## config.mk

```make
export PLATFORM = sky130hd
export DESIGN_NAME = store_buffer
export DESIGN_NICKNAME = d
export VERILOG_FILES = /design/src/rtl/sb_pkg.sv /design/src/rtl/sb_fwd_match.sv /design/src/rtl/store_buffer.sv
export SDC_FILE = /design/constraint.sdc
export NUM_CORES = 1
export LEC_CHECK = 0
export CAP_MARGIN = 25
export CELL_PAD_IN_SITES_DETAIL_PLACEMENT = 1
export CELL_PAD_IN_SITES_GLOBAL_PLACEMENT = 2
export CORE_ASPECT_RATIO = 1.2
export CORE_MARGIN = 2
export CORE_UTILIZATION = 35
export DETAILED_ROUTE_END_ITERATION = 6
export GPL_TIMING_DRIVEN = 1
export PLACE_DENSITY = 0.84
export SLEW_MARGIN = 10
export SYNTH_ARGS = -nofsm -noshare
export SYNTH_HDL_FRONTEND = slang
export SYNTH_SLANG_ARGS = --single-unit
```

## constraint.sdc

```tcl
create_clock -name clk -period 2.4 [get_ports clk]
set_clock_uncertainty 0.2 [all_clocks]
set_input_delay 0.24 -clock clk [delete_from_list [all_inputs] [get_ports clk]]
set_output_delay 0.24 -clock clk [all_outputs]
set_load 0.05 [all_outputs]
```

## src/rtl/sb_pkg.sv

```systemverilog
// Store buffer shared types: entry layout, drain FSM encoding, default depth.
package sb_pkg;

   localparam int SB_DEPTH_DEF = 4;

   typedef struct packed {
      logic        valid;
      logic [31:0] addr;
      logic [31:0] data;
   } sb_entry_t;

   typedef enum logic [0:0] {
      SB_IDLE = 1'b0,
      SB_REQ  = 1'b1
   } sb_state_e;

endpackage

```

## src/rtl/sb_fwd_match.sv

```systemverilog
// Store-to-load forwarding: word-address compare against every buffered
// entry, youngest match selected. Only instantiated when SB_FWD_EN is defined.
module sb_fwd_match
   import sb_pkg::*;
#(
   parameter int SB_DEPTH = SB_DEPTH_DEF
)(
   input  sb_entry_t [SB_DEPTH-1:0]         entries,
   input  logic [$clog2(SB_DEPTH)-1:0]      rd_idx,
   input  logic                             ld_valid,
   input  logic [31:0]                      ld_addr,
   output logic                             fwd_hit,
   output logic [31:0]                      fwd_data
);

   localparam int IW = $clog2(SB_DEPTH);

   logic [SB_DEPTH-1:0] match;
   logic [SB_DEPTH-1:0] unused_addr_lo;
   logic                unused_ld_lo;
   logic [IW-1:0]       idx;

   for (genvar i = 0; i < SB_DEPTH; i++) begin : g_cmp
      assign match[i] = ld_valid && entries[i].valid &&
                        (entries[i].addr[31:2] == ld_addr[31:2]);
      assign unused_addr_lo[i] = ^entries[i].addr[1:0];
   end

   // byte offset within the word does not take part in the match
   assign unused_ld_lo = ^ld_addr[1:0];

   // walk oldest to youngest from the head; the last hit seen is the youngest
   always_comb begin
      fwd_hit  = 1'b0;
      fwd_data = '0;
      idx      = '0;
      for (int k = 0; k < SB_DEPTH; k++) begin
         idx = rd_idx + k[IW-1:0];
         if (match[idx]) begin
            fwd_hit  = 1'b1;
            fwd_data = entries[idx].data;
         end
      end
   end

endmodule

```

## src/rtl/store_buffer.sv

```systemverilog
// Committed-store buffer: circular FIFO of retired stores drained in order
// to the data cache by a two-state request/ack FSM. Define SB_FWD_EN to
// build store-to-load forwarding; otherwise the forwarding outputs are 0.
module store_buffer
   import sb_pkg::*;
#(
   parameter int SB_DEPTH = SB_DEPTH_DEF
)(
   input  logic        clk,
   input  logic        rst_b,
   input  logic        rob_commitmemwrite,
   input  logic [31:0] rob_swaddr,
   input  logic [31:0] rob_swdata,
   output logic        sb_full,
   output logic        sb_empty,
   output logic        sb_dcache_wr_en,
   output logic [31:0] sb_dcache_addr,
   output logic [31:0] sb_dcache_data,
   input  logic        dcache_wr_ack,
   input  logic        lsq_ld_valid,
   input  logic [31:0] lsq_ld_addr,
   output logic        sb_fwd_hit,
   output logic [31:0] sb_fwd_data
);

   localparam int IW = $clog2(SB_DEPTH);
   localparam logic [IW:0] PTR_ONE = {{IW{1'b0}}, 1'b1};

   sb_entry_t [SB_DEPTH-1:0] sb_q;
   logic [SB_DEPTH-1:0]      valid_vec;
   logic [IW:0]              wr_ptr, rd_ptr, rd_ptr_inc;
   logic [IW-1:0]            wr_idx, rd_idx;
   sb_state_e                state, state_nxt;
   logic                     fifo_empty, push, pop, remain;

   assign wr_idx     = wr_ptr[IW-1:0];
   assign rd_idx     = rd_ptr[IW-1:0];
   assign rd_ptr_inc = rd_ptr + PTR_ONE;

   // full/empty come only from the registered pointers
   assign fifo_empty = (wr_ptr == rd_ptr);
   assign sb_full    = (wr_idx == rd_idx) && (wr_ptr[IW] != rd_ptr[IW]);

   // an ack only counts while a request is actually outstanding
   assign pop  = (state == SB_REQ) && dcache_wr_ack;
   // a slot freed by this edge's pop can take this edge's push, so
   // push+ack while full keeps occupancy unchanged
   assign push = rob_commitmemwrite && (!sb_full || pop);

   // something is still queued after this edge's pop
   assign remain = (wr_ptr != rd_ptr_inc) || push;

   for (genvar i = 0; i < SB_DEPTH; i++) begin : g_vld
      assign valid_vec[i] = sb_q[i].valid;
   end

   assign sb_empty = (state == SB_IDLE) && !(|valid_vec);

   // pointer update; both wrap modulo 2*SB_DEPTH through the extra MSB
   always_ff @(posedge clk or negedge rst_b) begin
      if (!rst_b) begin
         wr_ptr <= '0;
         rd_ptr <= '0;
      end else begin
         if (push) wr_ptr <= wr_ptr + PTR_ONE;
         if (pop)  rd_ptr <= rd_ptr_inc;
      end
   end

   // entry storage; on push+pop into the same slot the push write lands last
   always_ff @(posedge clk or negedge rst_b) begin
      if (!rst_b) begin
         sb_q <= '0;
      end else begin
         if (pop)  sb_q[rd_idx].valid <= 1'b0;
         if (push) sb_q[wr_idx] <= '{valid: 1'b1, addr: rob_swaddr, data: rob_swdata};
      end
   end

   // drain FSM next state: request as soon as anything is (or is being) queued
   always_comb begin
      state_nxt = state;
      if (state == SB_IDLE) begin
         if (!fifo_empty || push) state_nxt = SB_REQ;
      end else begin
         if (pop && !remain) state_nxt = SB_IDLE;
      end
   end

   // drain FSM state register
   always_ff @(posedge clk or negedge rst_b) begin
      if (!rst_b) state <= SB_IDLE;
      else        state <= state_nxt;
   end

   assign sb_dcache_wr_en = (state == SB_REQ);
   assign sb_dcache_addr  = sb_dcache_wr_en ? sb_q[rd_idx].addr : '0;
   assign sb_dcache_data  = sb_dcache_wr_en ? sb_q[rd_idx].data : '0;

`ifdef SB_FWD_EN
   sb_fwd_match #(.SB_DEPTH(SB_DEPTH)) u_fwd (
      .entries  (sb_q),
      .rd_idx   (rd_idx),
      .ld_valid (lsq_ld_valid),
      .ld_addr  (lsq_ld_addr),
      .fwd_hit  (sb_fwd_hit),
      .fwd_data (sb_fwd_data)
   );
`else
   logic unused_lsq;
   assign unused_lsq  = ^{lsq_ld_valid, lsq_ld_addr};
   assign sb_fwd_hit  = 1'b0;
   assign sb_fwd_data = '0;
`endif

endmodule

```

==> run summary, run 1 <==
The flow ran to the end, but the final reports show violations. The final reports fail on negative setup slack. The count of pins on the block boundary was 201; the netlist area before placement was 12300 um2. Once detailed placement completed, the half-perimeter wirelength came to 18100 um. After floorplanning, the core was divided into 75 placement rows. The tools report the relative max-transition margin as 0.594.

In this run, the number of DRC markers left after iteration 0 of detailed routing was 294. The first TritonRoute pass finished after 4 iterations. The fraction of final layout cells sized beyond drive strength 1 was 0.393; the final routed DRC violation total was 0. The share of the synthesized area in the top cell type is 0.542, and the number of antenna violations at the first check in global routing is 0.

The least setup slack across all paths after layout is -0.239 ns, and the level count of the clock H-tree is 1. The number of failing hold endpoints at the final stage is 0, and the per-instance average area after synthesis is 15.7 um2. The logs give 1369 for the instance count after placement with tap cells included and 0 for the count of warnings emitted by yosys. TritonCTS built the clock tree.

By startpoint and endpoint, the worst setup path is classified as flop to primary output. Setup repair after global routing could not meet its margin everywhere. The wire length per cell after detailed routing works out to 21.4 um. The async set-reset flop share out of synthesis is 1.00. Data required time of the worst path: 1.96 ns. The global router's overall resource usage came out at 0.170.

The signal on the critical path passes through buf_12 > clkbuf_16 > mux4_2 > and2_4 > buf_8. The tools report the clock sink count as 267. Number of buffers added by the clock tree synthesis step: 29. Setup violations remaining at the end of the flow were counted as 64.

Summed over all layers, the routed wires come to 30900 um. The period utilization is 1.10. The tightest min-delay check is of the input port to asynchronous set/reset pin type. In the routed layout, each cell is associated on average with a via count of 4.97. Summed over all instances, the cell type with the most area after synthesis is dfrtp_1.

The area growth from synthesis to layout is 31.4%. Clock latency on the worst-skew pair, taken at its later pin, is 0.55 ns. Subtracting the final worst setup slack from the clock period gives 2.64 ns. The total core area is 34800 um2, and the number of distinct library cells after synthesis is 27. Highest clock frequency the design can meet: 379 MHz.

In this design, the stage delay of the slowest critical-path cell is 0.51 ns. Detailed routing inserted a total of 7173 vias. The run gives 72 as the largest net degree at the start of global routing.

Summed over all layers, the global routing overflow is 0. Along the worst path, the maximum fanout reaches 5. In the final design database the tool counted 1071 nets. Sorting the synthesized cells by area gives the leading types as dfrtp_1 (54%), mux2_1 (17%), mux4_2 (12%). STA classifies the critical path startpoint as a flop. For the worst setup path, the data arrival time is 2.20 ns. No sink is reached through more buffers than the 3 on the longest clock path.

The post-route antenna net violation count is 0. Max-slew violation count: 0. The fraction of the yosys area taken by sequential cells is 0.542, and the max-cap check violation count is 0. Count of input and output buffers: 134.

The tools report the initial cell density of the core as 0.354. The via count of the first global-routing pass is 8260, and the clock slew at the register clock pins of the worst setup and hold paths is 0.06 ns. The final weighted congestion in routability-driven placement is 0.673.

Counting instances in the post-synthesis netlist gives the leading cell types as dfrtp_1 (267), mux2_1 (187), mux2_2 (70), and2_1 (65), mux4_2 (64). For the pin with the worst max-slew slack, the measured transition is 0.609 ns. The first global-routing pass estimated 48500 um of wire. The horizontal die dimension came out at 175 um.

Yosys instantiated no cell more often than dfrtp_1. After synthesis the netlist holds a flip-flop and latch count of 267. Yosys mapped a number of flops with a built-in enable equal to 0.

The tools report the buffer cell driving the clock tree root as clkbuf_16. The tools report the die footprint as 36800 um2. Among all flip-flop cells after synthesis, the most frequent one is dfrtp_1. Synthesis produced a netlist whose cell count is 787.

The slowest stage of the critical path belongs to the cell mux4_2. After the flow finishes, the layout carries non-filler instances totaling 1444. Height of the die: 210 um. The run gives 0 as the number of antenna cells inserted.

The tools report the critical path endpoint category as a primary output.
[timing repair]
action | in CTS | in global routing
setup endpoints to repair | 65 | 66
gates cloned | 8 | 3
hold buffers | 1 | 0
hold endpoints to repair | 241 | 0
buffers inserted | 9 | 4
pin swaps | 1 | 2
resized for setup | 140 | 13
[metrics by stage]
step	TNS, ns	hold slack [ns]	utilization	cell area (um2)	worst slack [ns]
finish	-12.46	0.0631	0.466	16200	-0.239
detailed placement	0	0.0656	0.413	14400	0.0540
global placement	0	0.0577	0.413	14400	0.0690
CTS	-16.34	0.0681	0.462	16100	-0.327
global route	-17.12	0.104	0.466	16200	-0.300
floorplan	0	-0.256	-	12500	0.0321
[kinds of logic (layout without fill, tap and decap cells)]
family                     after synthesis  count (layout)  synth area share
AOI/OAI and AO/OA                       11              11           0.00690
xor gates and xnor gates                10              10           0.00893
adders and majority gates                8               8           0.00811
buffers and inverters                   89             252            0.0440
DFF                                    267             267             0.542
muxes                                  321             321             0.351
other                                    1              33          0.000304
and+or+nand+nor                         80              80            0.0386
[layout by cell type, fill, tap and decap left out, types with 2 or more instances in the layout]
cell and n:
and2_4 64, conb_1 33, a21o_1 4, dfrtp_4 2, inv_1 4, buf_6 62, clkinv_2 6, clkdlybuf4s50_1 66
buf_12 28, buf_16 9, xor2_1 3, clkbuf_16 31, buf_4 22, buf_8 5, clkbuf_1 5, mux2_2 70
mux2_1 187, nand2_1 10, a41oi_4 4, clkbuf_8 7, dfrtp_1 264, ha_1 7, mux4_2 64, xnor2_1 4
[worst max-delay path: cells and delay by family, from the launching register on]
family,cells,cell delay (ns)
flops,1,0.49
buf+inv,3,0.46
simple gates,1,0.18
mux,1,0.51
[metal layers]
metal | wire [um] | global-route usage | up-vias
met5 | 0 | 0 | -
met4 | 506 | 0.0431 | 0
met3 | 1120 | 0.0230 | 31
met2 | 16100 | 0.304 | 140
met1 | 13200 | 0.217 | 3865
li1 | - | - | 3137
[cell type report]
type	count	area (um2)
Inverter	5	21.3
Timing Repair Buffer	196	2500
Tap cell	462	578
Multi-Input combinational cell	463	5490
Clock inverter	10	88.8
Clock buffer	41	841
Fill cell	3360	18600
Sequential cell	267	6690
[final timing paths]
path,startpoint,to,slack [ns],cells past startpoint
setup reg to reg,rd_ptr[0],sb_q[88],0.05,8
max in group asynchronous,rst_b,sb_q[190],1.14,3
hold reg to reg,sb_q[64],sb_q[64],0.27,1
min in group clk,rob_swaddr[14],sb_q[111],0.17,2
hold / removal,rst_b,sb_q[253],0.06,2
setup / recovery,rd_ptr[0],sb_dcache_addr[2],-0.24,5
[flip-flops by register name, summed over array words and instances (netlist names)]
register	count
sb_q	260
rd_ptr	3
wr_ptr	3
sb_dcache_wr_en	1
Power of run 1 is not shown: default switching activity piles up to over one toggle a cycle in this logic, so the estimate is an artifact.
==> inputs of run 2 (changes only) <==
CORE_MARGIN = default   (was 2)
==> run summary, run 2 (synthesized netlist as in run 1, its figures left out) <==
Number of nets in the layout: 1060 (-1.0%). The run gives 17100 um (-5.1%) as the estimated wirelength of the detail-placed design. The die footprint was 36000 um2 (-2.1%); the number of buffer and inverter instances along the worst setup path was 4 (+1). The number of failing hold endpoints at the final stage was 0 (unchanged). The run gives 64 (unchanged) as the final-report setup violation count. The initial cell density of the core was 0.359 (+0.00479); the number of standard cells in the layout, taps in and fillers out was 1429 (-1.0%). The least setup slack across all paths after layout came out at -0.263 ns (-0.0240 ns). The tools report the insertion delay to the later sink of the worst-skew pair as 0.54 ns (about the same).

Leaving out fill and tap cells, the most frequent cell in the layout is dfrtp_1. Walking the worst path, the cells encountered are buf_12 > buf_12 > buf_16 > mux4_2 > and2_4 > buf_6. The placement-stage worst setup slack was 0.0532 ns (-0.000776 ns); the minimum period implied by the final worst setup slack was 2.66 ns (+0.0240 ns). Period utilization: 1.11 (+0.00999).

The standard cell with the maximum stage delay on the critical path is dfrtp_4. The final weighted congestion in routability-driven placement was 0.687 (+2.0%). The run gives 4 (unchanged) as the number of iterations in the first detailed-routing pass. Setup repair after global routing could not meet its margin everywhere. The layout-stage area growth over the synthesis result is 29.5%.

The cell area after placement was 14300 um2 (-0.49%); the floorplan row count was 74 (-1.3%). The final reports fail on negative setup slack. The worst-path maximum fanout works out to 5 (unchanged). The run gives 28900 um (-6.4%) as the total wire length after detailed routing. The library cells used most frequently in the layout, excluding fill and tap cells, are dfrtp_1 (264), mux2_1 (187), mux2_2 (70). The number of antenna violations at the first check in global routing was 2 (+2); the instance count after placement with tap cells included was 1363 (-0.44%). The highest clock frequency the design can meet is 376 MHz (-0.90%), and the setup TNS is -11.60 ns (+0.857 ns). Type of the setup path with the least slack: flop to primary output. The relative max-transition margin was 0.537 (-0.0571). Nature of the critical path startpoint: a flop. The tools report the critical path endpoint category as a primary output.

The horizontal die dimension was 173 um (-1.1%). The tools report the total congestion overflow after global routing as 0 (unchanged). The most critical setup path has its endpoint at sb_dcache_addr[5]. The class of the tightest hold or removal check is input port to asynchronous set/reset pin. The transition time at the pin with the least slew margin works out to 0.695 ns (+0.0856 ns). The maximum buffer depth of the clock tree was 3 (unchanged); the number of buffers added by the clock tree synthesis step was 29 (unchanged). The data required time of the worst path was 1.96 ns (about the same). The via count of the first global-routing pass is 8252 (-0.097%), and the max-slew violation count is 0 (unchanged). The tools report the endpoint of the worst register-to-register path as sb_q[248]. Clock tree synthesis selected as its root buffer the cell clkbuf_16.

The logs give 201 (unchanged) for the count of pins on the block boundary and 0.09 ns (+0.04 ns) for the setup slack of the most critical reg-to-reg path. Worst reg2reg path depth: 7 (-1). The cell family with the largest share of critical-path delay is buffers and inverters. The count of input and output buffers was 134 (unchanged). The max-cap check violation count is 0 (unchanged), and the post-route antenna net violation count is 0 (unchanged). The register ranked first by flip-flop count is sb_q. The critical path depth in cells is 6 (+1). The wire length per cell after detailed routing was 20.2 um (-5.4%); the post-detailed-route via-to-cell ratio was 4.92 (-0.92%). The largest incremental delay on the critical path works out to 0.50 ns (about the same).

The total core area was 34400 um2 (-1.3%); the clock slew at the register clock pins of the worst setup and hold paths was 0.06 ns (about the same). The first-pass GRT wire length was 47800 um (-1.3%). The level count of the clock H-tree is 1 (unchanged). Final instance area: 16000 um2 (-1.5%). For the largest net degree at the start of global routing, the log shows 82 (+14%). The reg-to-reg critical path startpoint was rd_ptr[0]. For the clock sink count, the log shows 267 (unchanged). The endpoint arrival time on the critical path is 2.22 ns (+0.02 ns), and the count of vias placed by the detailed router is 7033 (-2.0%). The most critical setup path has its startpoint at rd_ptr[0]. The number of violations reported at the end of detailed-routing iteration 0 came out at 222 (-24%). The run gives 0 (unchanged) as the final routed DRC violation total. The fraction of final layout cells sized beyond drive strength 1 was 0.383 (-0.0104); the height of the die was 208 um (-0.95%). Counting stages on the worst path, the most repeated cell is buf_12. The largest registers in the layout are sb_q (260), rd_ptr (3), wr_ptr (3). The run finished, with violations left. The number of flip-flops under the largest register name was 260 (unchanged); the global router's overall resource usage was 0.169 (-0.00109).

TritonCTS built the clock tree.
[run 2: metal layers]
layer | global-route usage | up-vias | share of wire
li1 | - | 3110 | -
met1 | 0.212 | 3754 | 0.42
met2 | 0.302 | 130 | 0.53
met3 | 0.0278 | 37 | 0.037
met4 | 0.0412 | 2 | 0.016
met5 | 0 | - | 0.00038
[run 2: final cells by class]
| class | count | area [um2] |
|---|---|---|
| Antenna cell | 1 | 2.50 |
| Clock buffer | 42 | 855 |
| Clock inverter | 10 | 82.6 |
| Fill cell | 3333 | 18400 |
| Inverter | 5 | 18.8 |
| Multi-Input combinational cell | 463 | 5470 |
| Sequential cell | 267 | 6690 |
| Tap cell | 456 | 571 |
| Timing Repair Buffer | 185 | 2290 |
[run 2: per-stage QoR]
stage / hold slack, ns / util
2_1_floorplan: -0.256 / -
3_3_place_gp: 0.0996 / 0.416
3_5_place_dp: 0.111 / 0.416
4_1_cts: 0.112 / 0.463
5_1_grt: 0.146 / 0.465
6_report: 0.108 / 0.465
[run 2: worst min-delay path by stage]
| stage | depth (start not counted) | start | endpoint | slack, ns |
|---|---|---|---|---|
| 3_5_place_dp | 1 | rst_b | sb_q[118] | 0.11 |
| 5_1_grt | 2 | rst_b | sb_q[183] | 0.15 |
| 2_1_floorplan | 0 | rst_b | rd_ptr[0] | -0.26 |
| 6_report | 2 | rst_b | sb_q[183] | 0.11 |
| 4_1_cts | 2 | rst_b | sb_q[251] | 0.11 |
| 3_3_place_gp | 1 | rst_b | sb_q[248] | 0.1 |
[run 2: repair_timing]
action,4_1_cts,5_1_grt
gates cloned,5,1
hold buffers,1,0
resized for setup,144,1
buffers inserted,4,2
endpoints found under the hold margin,173,0
setup endpoints to repair,64,65
Power of run 2 is left out for the same reason.
